### src/rtl/paddle_ctrl_pkg.sv
// paddle_ctrl_pkg: shared pong geometry defaults and bar motion helper
package paddle_ctrl_pkg;
  localparam int PONG_BAR_LENGTH = 180;
  localparam int PONG_BAR_SPEED = 4;
  localparam int PONG_D_HEIGHT = 470;
  localparam int POS_W = 12;
  typedef logic [POS_W-1:0] pos_t;
  typedef struct packed {
    logic dn;
    logic up;
  } bar_btn_t;
  function automatic pos_t bar_next(input pos_t top, input bar_btn_t b, input pos_t speed, input pos_t limit);
    return (b.up && !b.dn) ? ((top < speed) ? '0 : top - speed) :
           (b.dn && !b.up) ? ((top + speed > limit) ? limit : top + speed) : top;
  endfunction
endpackage

### src/rtl/paddle_ctrl_if.sv
// paddle_ctrl_if: bar positions, start pulse and animate level towards the ball block
interface paddle_ctrl_if;
  import paddle_ctrl_pkg::*;
  logic in_ani_stb;
  pos_t out_leftbar_top;
  pos_t out_rightbar_top;
  logic out_start;
  logic out_animate;
  modport master(input in_ani_stb, output out_leftbar_top, out_rightbar_top, out_start, out_animate);
  modport slave(output in_ani_stb, input out_leftbar_top, out_rightbar_top, out_start, out_animate);
endinterface

### src/rtl/paddle_ctrl_btn_debounce.sv
// btn_debounce: polarity fix, 2-flop synchroniser and consecutive-sample debounce
module btn_debounce #(
  parameter int DEB_CYCLES = 500000,
  parameter bit BTN_ACTIVE_LOW = 1'b1
)(
  input  logic in_clock,
  input  logic in_reset_n,
  input  logic in_raw,
  output logic out_stable
);
  localparam int CW = $clog2(DEB_CYCLES);
  localparam logic [CW-1:0] LAST = CW'(DEB_CYCLES - 1);
  logic [1:0] sync;
  logic [CW-1:0] cnt;
  logic diff, done;
  assign diff = sync[1] != out_stable;
  assign done = diff && cnt == LAST;
  always_ff @(posedge in_clock or negedge in_reset_n)
    if (!in_reset_n) begin
      sync <= '0;
      cnt <= '0;
      out_stable <= 1'b0;
    end else begin
      sync <= {sync[0], in_raw ^ BTN_ACTIVE_LOW};
      cnt <= (!diff || done) ? '0 : cnt + CW'(1);
      out_stable <= done ? sync[1] : out_stable;
    end
endmodule

### src/rtl/paddle_ctrl.sv
// paddle_ctrl: debounced player buttons to bar positions, start pulse and pause toggle
module paddle_ctrl
  import paddle_ctrl_pkg::*;
#(
  parameter int BAR_LENGTH = PONG_BAR_LENGTH,
  parameter int BAR_SPEED = PONG_BAR_SPEED,
  parameter int D_HEIGHT = PONG_D_HEIGHT,
  parameter int INIT_TOP = (D_HEIGHT - BAR_LENGTH) / 2,
  parameter int DEB_CYCLES = 500000,
  parameter bit BTN_ACTIVE_LOW = 1'b1
)(
  input  logic in_clock,
  input  logic in_reset_n,
  input  logic in_p1_up,
  input  logic in_p1_down,
  input  logic in_p2_up,
  input  logic in_p2_down,
  input  logic in_btn_start,
  input  logic in_btn_pause,
  paddle_ctrl_if.master bus
);
  localparam pos_t LIMIT = POS_W'(D_HEIGHT - BAR_LENGTH);
  localparam pos_t SPEED = POS_W'(BAR_SPEED);
  localparam pos_t INIT = POS_W'(INIT_TOP);
  logic [5:0] raw, deb, deb_q, rise;
  logic move;
  assign raw = {in_btn_pause, in_btn_start, in_p2_down, in_p2_up, in_p1_down, in_p1_up};
  assign rise = deb & ~deb_q;
  assign move = bus.in_ani_stb && bus.out_animate;
  for (genvar i = 0; i < 6; i++) begin : g_deb
    btn_debounce #(.DEB_CYCLES(DEB_CYCLES), .BTN_ACTIVE_LOW(BTN_ACTIVE_LOW)) u_deb (
      .in_clock(in_clock),
      .in_reset_n(in_reset_n),
      .in_raw(raw[i]),
      .out_stable(deb[i])
    );
  end
  always_ff @(posedge in_clock or negedge in_reset_n)
    if (!in_reset_n) begin
      deb_q <= '0;
      bus.out_start <= 1'b0;
      bus.out_animate <= 1'b1;
      bus.out_leftbar_top <= INIT;
      bus.out_rightbar_top <= INIT;
    end else begin
      deb_q <= deb;
      bus.out_start <= rise[4];
      bus.out_animate <= bus.out_animate ^ rise[5];
      bus.out_leftbar_top <= move ? bar_next(bus.out_leftbar_top, deb[1:0], SPEED, LIMIT) : bus.out_leftbar_top;
      bus.out_rightbar_top <= move ? bar_next(bus.out_rightbar_top, deb[3:2], SPEED, LIMIT) : bus.out_rightbar_top;
    end
endmodule
### src/flat_wrapper.sv
// flat-port wrapper written by rule: the top's interface ports become plain ports
module paddle_ctrl_flat import paddle_ctrl_pkg::*;
#(
  parameter int BAR_LENGTH = PONG_BAR_LENGTH,
  parameter int BAR_SPEED = PONG_BAR_SPEED,
  parameter int D_HEIGHT = PONG_D_HEIGHT,
  parameter int INIT_TOP = (D_HEIGHT - BAR_LENGTH) / 2,
  parameter int DEB_CYCLES = 500000,
  parameter bit BTN_ACTIVE_LOW = 1'b1
)
  (in_clock, in_reset_n, in_p1_up, in_p1_down, in_p2_up, in_p2_down, in_btn_start, in_btn_pause, bus_in_ani_stb, bus_out_leftbar_top, bus_out_rightbar_top, bus_out_start, bus_out_animate);
  paddle_ctrl_if bus_i ();
  input  logic in_clock;
  input  logic in_reset_n;
  input  logic in_p1_up;
  input  logic in_p1_down;
  input  logic in_p2_up;
  input  logic in_p2_down;
  input  logic in_btn_start;
  input  logic in_btn_pause;
  input wire logic [$bits(bus_i.in_ani_stb)-1:0] bus_in_ani_stb;
  output wire logic [$bits(bus_i.out_leftbar_top)-1:0] bus_out_leftbar_top;
  output wire logic [$bits(bus_i.out_rightbar_top)-1:0] bus_out_rightbar_top;
  output wire logic [$bits(bus_i.out_start)-1:0] bus_out_start;
  output wire logic [$bits(bus_i.out_animate)-1:0] bus_out_animate;
  assign bus_i.in_ani_stb = bus_in_ani_stb;
  assign bus_out_leftbar_top = bus_i.out_leftbar_top;
  assign bus_out_rightbar_top = bus_i.out_rightbar_top;
  assign bus_out_start = bus_i.out_start;
  assign bus_out_animate = bus_i.out_animate;
  paddle_ctrl #(.BAR_LENGTH(BAR_LENGTH), .BAR_SPEED(BAR_SPEED), .D_HEIGHT(D_HEIGHT), .INIT_TOP(INIT_TOP), .DEB_CYCLES(DEB_CYCLES), .BTN_ACTIVE_LOW(BTN_ACTIVE_LOW)) u_core (.in_clock(in_clock), .in_reset_n(in_reset_n), .in_p1_up(in_p1_up), .in_p1_down(in_p1_down), .in_p2_up(in_p2_up), .in_p2_down(in_p2_down), .in_btn_start(in_btn_start), .in_btn_pause(in_btn_pause), .bus(bus_i));
endmodule
### config.mk
export PLATFORM = sky130hd
export DESIGN_NAME = paddle_ctrl_flat
export DESIGN_NICKNAME = d
export VERILOG_FILES = /design/src/rtl/paddle_ctrl_pkg.sv /design/src/rtl/paddle_ctrl_if.sv /design/src/rtl/paddle_ctrl_btn_debounce.sv /design/src/rtl/paddle_ctrl.sv /design/src/flat_wrapper.sv
export SDC_FILE = /design/constraint.sdc
export NUM_CORES = 1
export LEC_CHECK = 0
export BUFFER_PORTS_ARGS = -buffer_cell sky130_fd_sc_hd__buf_2
export CORE_UTILIZATION = 45
export DETAILED_ROUTE_END_ITERATION = 7
export PLACE_DENSITY_LB_ADDON = 0.08
export REMOVE_ABC_BUFFERS = 1
export SYNTH_ARGS = -nofsm -noshare
export SYNTH_HDL_FRONTEND = slang
export SYNTH_SLANG_ARGS = --single-unit
### constraint.sdc
create_clock -name in_clock -period 2.5 [get_ports in_clock]
set_clock_uncertainty 0.15 [all_clocks]
set_input_delay 0.125 -clock in_clock [delete_from_list [all_inputs] [get_ports in_clock]]
set_output_delay 0.125 -clock in_clock [all_outputs]
set_load 0.005 [all_outputs]
### Word-level counts from Yosys, hierarchy flattened

Cells that the tools add are included.

| cells by class | value |
|---|---|
| add/subtract/negate cells | 10 |
| magnitude comparators | 4 |
| equality and inequality tests | 12 |
| mux-type cells | 14 |
| bitwise gates (word level) | 9 |
| reductions and logical operators | 31 |

Operators by type and width:

| operator | number |
|---|---|
| adder 19 x 1 -> 19 bit (second input constant) | 6 |
| equality test 19 bit (second input constant) | 6 |
| 2-to-1 mux 19 bit | 6 |
| 2-to-1 mux 12 bit | 8 |
| adder 12 x 3 -> 12 bit (second input constant) | 2 |
| greater-than comparator 12 x 9 -> 1 bit (second input constant) | 2 |
| < comparator 12 x 3 -> 1 bit (second input constant) | 2 |
| subtractor 12 x 3 -> 12 bit (second input constant) | 2 |
| logical AND 1 bit | 11 |
| logical NOT 1 bit | 10 |
| AND 6 bit | 1 |
| logical OR 1 bit | 6 |
| inequality test 1 bit | 6 |
| inverter 1 bit | 6 |
| inverter 6 bit | 1 |
| AND reduction 2 bit | 2 |
| nonzero test 2 bit | 2 |
| XOR 1 bit | 1 |

| word-level totals | value |
|---|---|
| bits in registers | 164 |
| output and inout port bits | 26 |

### Logic depth before layout (Yosys ltp)

| logic depth | value |
|---|---|
| depth after elaboration | 5 |
| mapped depth | 10 |
| mapped depth without buffers | 7 |

### By module

From an unflattened synthesis, not the netlist that was laid out.

| second synthesis, totals | value |
|---|---|
| cells, all modules | 867 |
| area total of the unflattened synthesis | 8543.2 um^2 |

Modules (own cells, without submodules):

| module | instances | cells an instance | area each (um^2) | sequential area each (um^2) |
|---|---|---|---|---|
| btn_debounce (u_core.g_deb[0].u_deb ...) | 5 | 105 | 1086.0 | 550.5 |
| paddle_ctrl | 1 | 239 | 2042.0 | 709.4 |
| btn_debounce (u_core.g_deb[4].u_deb) | 1 | 103 | 1071.0 | 550.5 |

### Worst setup path before layout

OpenSTA, ideal clock, no wires.

| timing | value |
|---|---|
| kind | flip-flop to flip-flop |
| start point | reg u_core.bus.out_leftbar_top[3] |
| end point | reg u_core.bus.out_leftbar_top[5] |
| library setup time | 0.125 ns |
| arrival time | 2.096 ns |
| data required time | 2.225 ns |
| path slack | 0.128 ns |
| stages on the path, launching flop included | 11 |
| cells stage by stage | dfrtp_1 -> clkbuf_1 -> inv_1 -> ha_1 -> or3b_1 -> clkbuf_1 -> o31ai_2 -> buf_2 -> a31oi_1 -> o22ai_1 -> a21oi_1 |

| on the way | value |
|---|---|
| cells in the longest elaborated chain, start to end | 5 |
| elaborated cells on any way between the ends | 8 |
| classes of those cells | add/sub (2); order compare (2); mux (4) |

Ends and longest elaborated chain:

| element | RTL line | RTL |
|---|---|---|
| start, declared | paddle_ctrl_if.sv:9 | `modport master(input in_ani_stb, output out_leftbar_top, out_rightbar_top, out_start, out_animate);` |
| start signal, assigned | paddle_ctrl.sv:49 | `bus.out_leftbar_top <= move ? bar_next(bus.out_leftbar_top, deb[1:0], SPEED, LIMIT) : bus.out_leftbar_top;` |
| adder 12 x 3 -> 12 bit | paddle_ctrl_pkg.sv:14 | `(b.dn && !b.up) ? ((top + speed > limit) ? limit : top + speed) : top;` |
| greater-than comparator 12 x 9 -> 1 bit | paddle_ctrl_pkg.sv:14 |  |
| 2-to-1 mux 12 bit (2 in a row) | paddle_ctrl_pkg.sv:14 |  |
| 2-to-1 mux 12 bit * | paddle_ctrl_pkg.sv:13 | `return (b.up && !b.dn) ? ((top < speed) ? '0 : top - speed) :` |

Mark *: on every way between the ends. The rest lies on a longest branch, timed or not. The select of a mux whose other input is x is not followed.
A chain may end at the register's enable or synchronous reset.

### Final worst setup path

| timing | value |
|---|---|
| start point | reg u_core.bus.out_rightbar_top[4] |
| end point | reg u_core.bus.out_rightbar_top[4] |

| on the way | value |
|---|---|
| cells in the longest elaborated chain, start to end | 5 |
| elaborated cells on any way between the ends | 8 |
| classes of those cells | add/sub (2); order compare (2); mux (4) |

Ends and longest elaborated chain:

| element | RTL line | RTL |
|---|---|---|
| start, declared | paddle_ctrl_if.sv:9 |  |
| start signal, assigned | paddle_ctrl.sv:50 | `bus.out_rightbar_top <= move ? bar_next(bus.out_rightbar_top, deb[3:2], SPEED, LIMIT) : bus.out_rightbar_top;` |
| adder 12 x 3 -> 12 bit | paddle_ctrl_pkg.sv:14 |  |
| greater-than comparator 12 x 9 -> 1 bit | paddle_ctrl_pkg.sv:14 |  |
| 2-to-1 mux 12 bit (2 in a row) | paddle_ctrl_pkg.sv:14 |  |
| 2-to-1 mux 12 bit * | paddle_ctrl_pkg.sv:13 |  |

Marked as above.

==> results by group <==
Run status
  – Status: finished, final reports clean

Clocking
  – Num CTS Buffers: 17
  – CTS tree: built
  – Total clock sinks: 160
  – Worst-path clk slew: 60 ps
  – Root Buffer: clkbuf_16
  – Skew-Pair Late Insertion Delay: 420 ps
  – Postcts setup bufs: 0
  – Clk buf depth: 2
  – H-tree depth reported by CTS: 4

Setup path
  – Register-to-register setup slack: 180 ps
  – Crit path required time: 2660 ps
  – Slowest CP cell: dfstp_2
  – Worst R2R Start: u_core.bus.out_rightbar_top[4]
  – Worst path arrival time: 2480 ps
  – RR Endpoint: u_core.bus.out_rightbar_top[4]
  – CP top delay family: compound AO/OA/AOI/OAI gates
  – CP Class: reg -> reg
  – Worst setup path startpoint: u_core.bus.out_rightbar_top[4]
  – Maximum fanout along the worst path: 13
  – CP max stage delay: 650 ps
  – Worst-path cell chain: and4_1 > o2111ai_1 > a211oi_1 > a21oi_1 > o311ai_1
  – Critical Path Start Type: flip-flop
  – CP endpoint kind: flip-flop
  – Levels on crit path: 5
  – Worst reg2reg path depth: 5
  – CP Buf/Inv Count: 0
  – Crit path to: u_core.bus.out_rightbar_top[4]

Die
  – Die X: 137 um
  – Initial core utilization: 0.459
  – Core Region: 0.0180 mm^2
  – Row count: 49
  – Die area: 0.0189 mm^2
  – Height of the die: 137 um
  – Ports: 35

Final layout
  – Area growth from synthesis to layout: 16.4%
  – Fin util: 0.534
  – Diode count: 0
  – Share of layout cells above drive strength 1: 0.130
  – Fin cells: 1182
  – NumNets Final: 963

Timing
  – Max Clock Freq: 431 MHz
  – Endpoints failing setup: 0
  – Final period util: 0.928
  – Unrepaired setup endpoints after global routing: false
  – Endpoints failing hold: 0
  – Post-route worst setup slack: 181 ps
  – Max Transition Viols Final: 0
  – Slew headroom: 0.608
  – Total negative slack: 0 ps
  – Worst slew pin tran: 587 ps
  – Tmin final: 2320 ps

Synth
  – Mean Syn Cell Area: 9.46 um^2
  – Post-Syn Area: 0.00824 mm^2
  – FFs w/ async S/R, synth: 1.00
  – Number of synthesized register bits: 160
  – Top cells by count, synth: dfrtp_1, nor2_1, xnor2_1, nand2_1, nand3_1
  – Synth Flop Type: dfrtp_1
  – Post-synth cell types: 72
  – Synthesis Warnings: 0
  – Top-count cell post-synth: dfrtp_1
  – Mapped Cells: 871
  – Yosys top cell area share: 0.465
  – Yosys top cell by area: dfrtp_1
  – Post-synth EDFFs: 0
  – Seq/Total Area, Yosys: 0.487
  – Synth top area cells: dfrtp_1, xnor2_1, nor2_1

Routing
  – WL/cell: 14.2 um
  – Via density: 5.46
  – Via count: 6452
  – Drt initial violations: 249
  – Drt first pass iters: 5
  – ANT nets after route: 0
  – Remaining DRCs: 0
  – Routed WL: 16800 um

Power
  – VDD IR max: 0.702 mV
  – Static leakage: 4.09 nW
  – Power Density: 573 mW/mm^2

Placement
  – DP Worst Slack: 89.4 ps
  – Final HPWL DP: 11700 um
  – IO Port Bufs: 34
  – Inst Count DP: 1143
  – Placer's final routability congestion estimate: 0.859

Global routing
  – Largest net degree at the start of global routing: 63
  – First-pass GRT wire length: 28300 um
  – GR Overflow Total: 0
  – Gr usage total: 0.190
  – Number of global-route vias before repair: 6033
  – Initial antenna violation count: 0

Job
  – Max cap viols: 0

Min path
  – Worst hold path type: in -> async
-- logic make-up (layout without fill, tap and decap cells) --
| family | Yosys count | count (layout) | share of synthesized area |
|---|---|---|---|
| flip-flops | 160 | 160 | 0.487 |
| AO/OA/AOI/OAI | 125 | 125 | 0.102 |
| multiplexers | 9 | 9 | 0.0117 |
| adder cells (fa/ha/maj) | 14 | 14 | 0.0213 |
| buffers and inverters | 74 | 156 | 0.0355 |
| XOR/XNOR | 97 | 97 | 0.103 |
| AND/OR/NAND/NOR | 392 | 392 | 0.239 |
-- layer usage --
layer  global-route usage  wire, um  vias to the layer above
met5                    0         0                        -
li1                     -         -                     3194
met4               0.0556       158                        0
met1                0.250      7980                     3140
met2                0.310      8030                      102
met3               0.0464       626                       16
-- worst min path at each step --
stage / slack [ps] / cells past startpoint / to / startpoint
final: 100 / 2 / u_core.g_deb[3].u_deb.cnt[6] / in_reset_n
after global routing: 160 / 2 / u_core.g_deb[3].u_deb.cnt[6] / in_reset_n
after CTS: 110 / 2 / u_core.g_deb[3].u_deb.cnt[6] / in_reset_n
after detailed placement: 5 / 1 / u_core.g_deb[3].u_deb.cnt[6] / in_reset_n
after global placement: -6 / 1 / u_core.g_deb[3].u_deb.cnt[6] / in_reset_n
after floorplan: -320 / 0 / u_core.bus.out_leftbar_top[10] / in_reset_n
-- worst register-to-register path: cells and delay by family (launching register included) --
| kind | cells | cell delay, ps |
|---|---|---|
| AOI/OAI and AO/OA | 4 | 1140 |
| DFF | 1 | 650 |
| and+or+nand+nor | 1 | 290 |
-- where the power goes --
group          switching (mW)  internal [mW]
Clock                    1.01           1.67
Sequential             0.0309           2.62
Combinational           0.109         0.0597
-- layout by cell type, fill, tap and decap left out, drive strengths merged, types with 19 or more instances in the layout --
cell type / n
dfrtp: 153
or3: 19
nand4: 20
nor2: 135
nand3: 46
xor2: 38
xnor2: 59
nand2: 56
nor3: 33
o21ai: 40
a21oi: 24
buf: 75
clkbuf: 21
inv: 42
-- what timing repair did --
action                                  4_1_cts  5_1_grt
resized for setup                             0        4
endpoints found under the setup margin        0        3
endpoints found under the hold margin        63        0
hold buffers                                  7        0
-- stage by stage --
stage	power [mW]	hold slack [ps]	cell area [um^2]
global route	5.72	156	9590
detailed placement	2.87	4.65	8900
floorplan	2.76	-321	8110
finish	5.50	95.1	9590
global placement	2.86	-5.76	8900
CTS	5.57	113	9580
-- registers in the layout, indices dropped and copies added (netlist names) --
| name | cells |
|---|---|
| u_core.bus.out_start | 1 |
| u_core.g_deb.u_deb.cnt | 114 |
| u_core.g_deb.u_deb.out_stable | 6 |
| u_core.bus.out_rightbar_top | 12 |
| u_core.deb_q | 2 |
| u_core.g_deb.u_deb.sync | 12 |
| u_core.bus.out_leftbar_top | 12 |
| u_core.bus.out_animate | 1 |
-- cell type report --
type | instances | area, um^2
Tap cell | 229 | 287
Sequential cell | 160 | 4010
Inverter | 42 | 158
Timing Repair Buffer | 82 | 579
Multi-Input combinational cell | 637 | 3950
Clock buffer | 21 | 440
Fill cell | 1633 | 8370
Clock inverter | 11 | 165
Power figures use the tool's default switching activity.
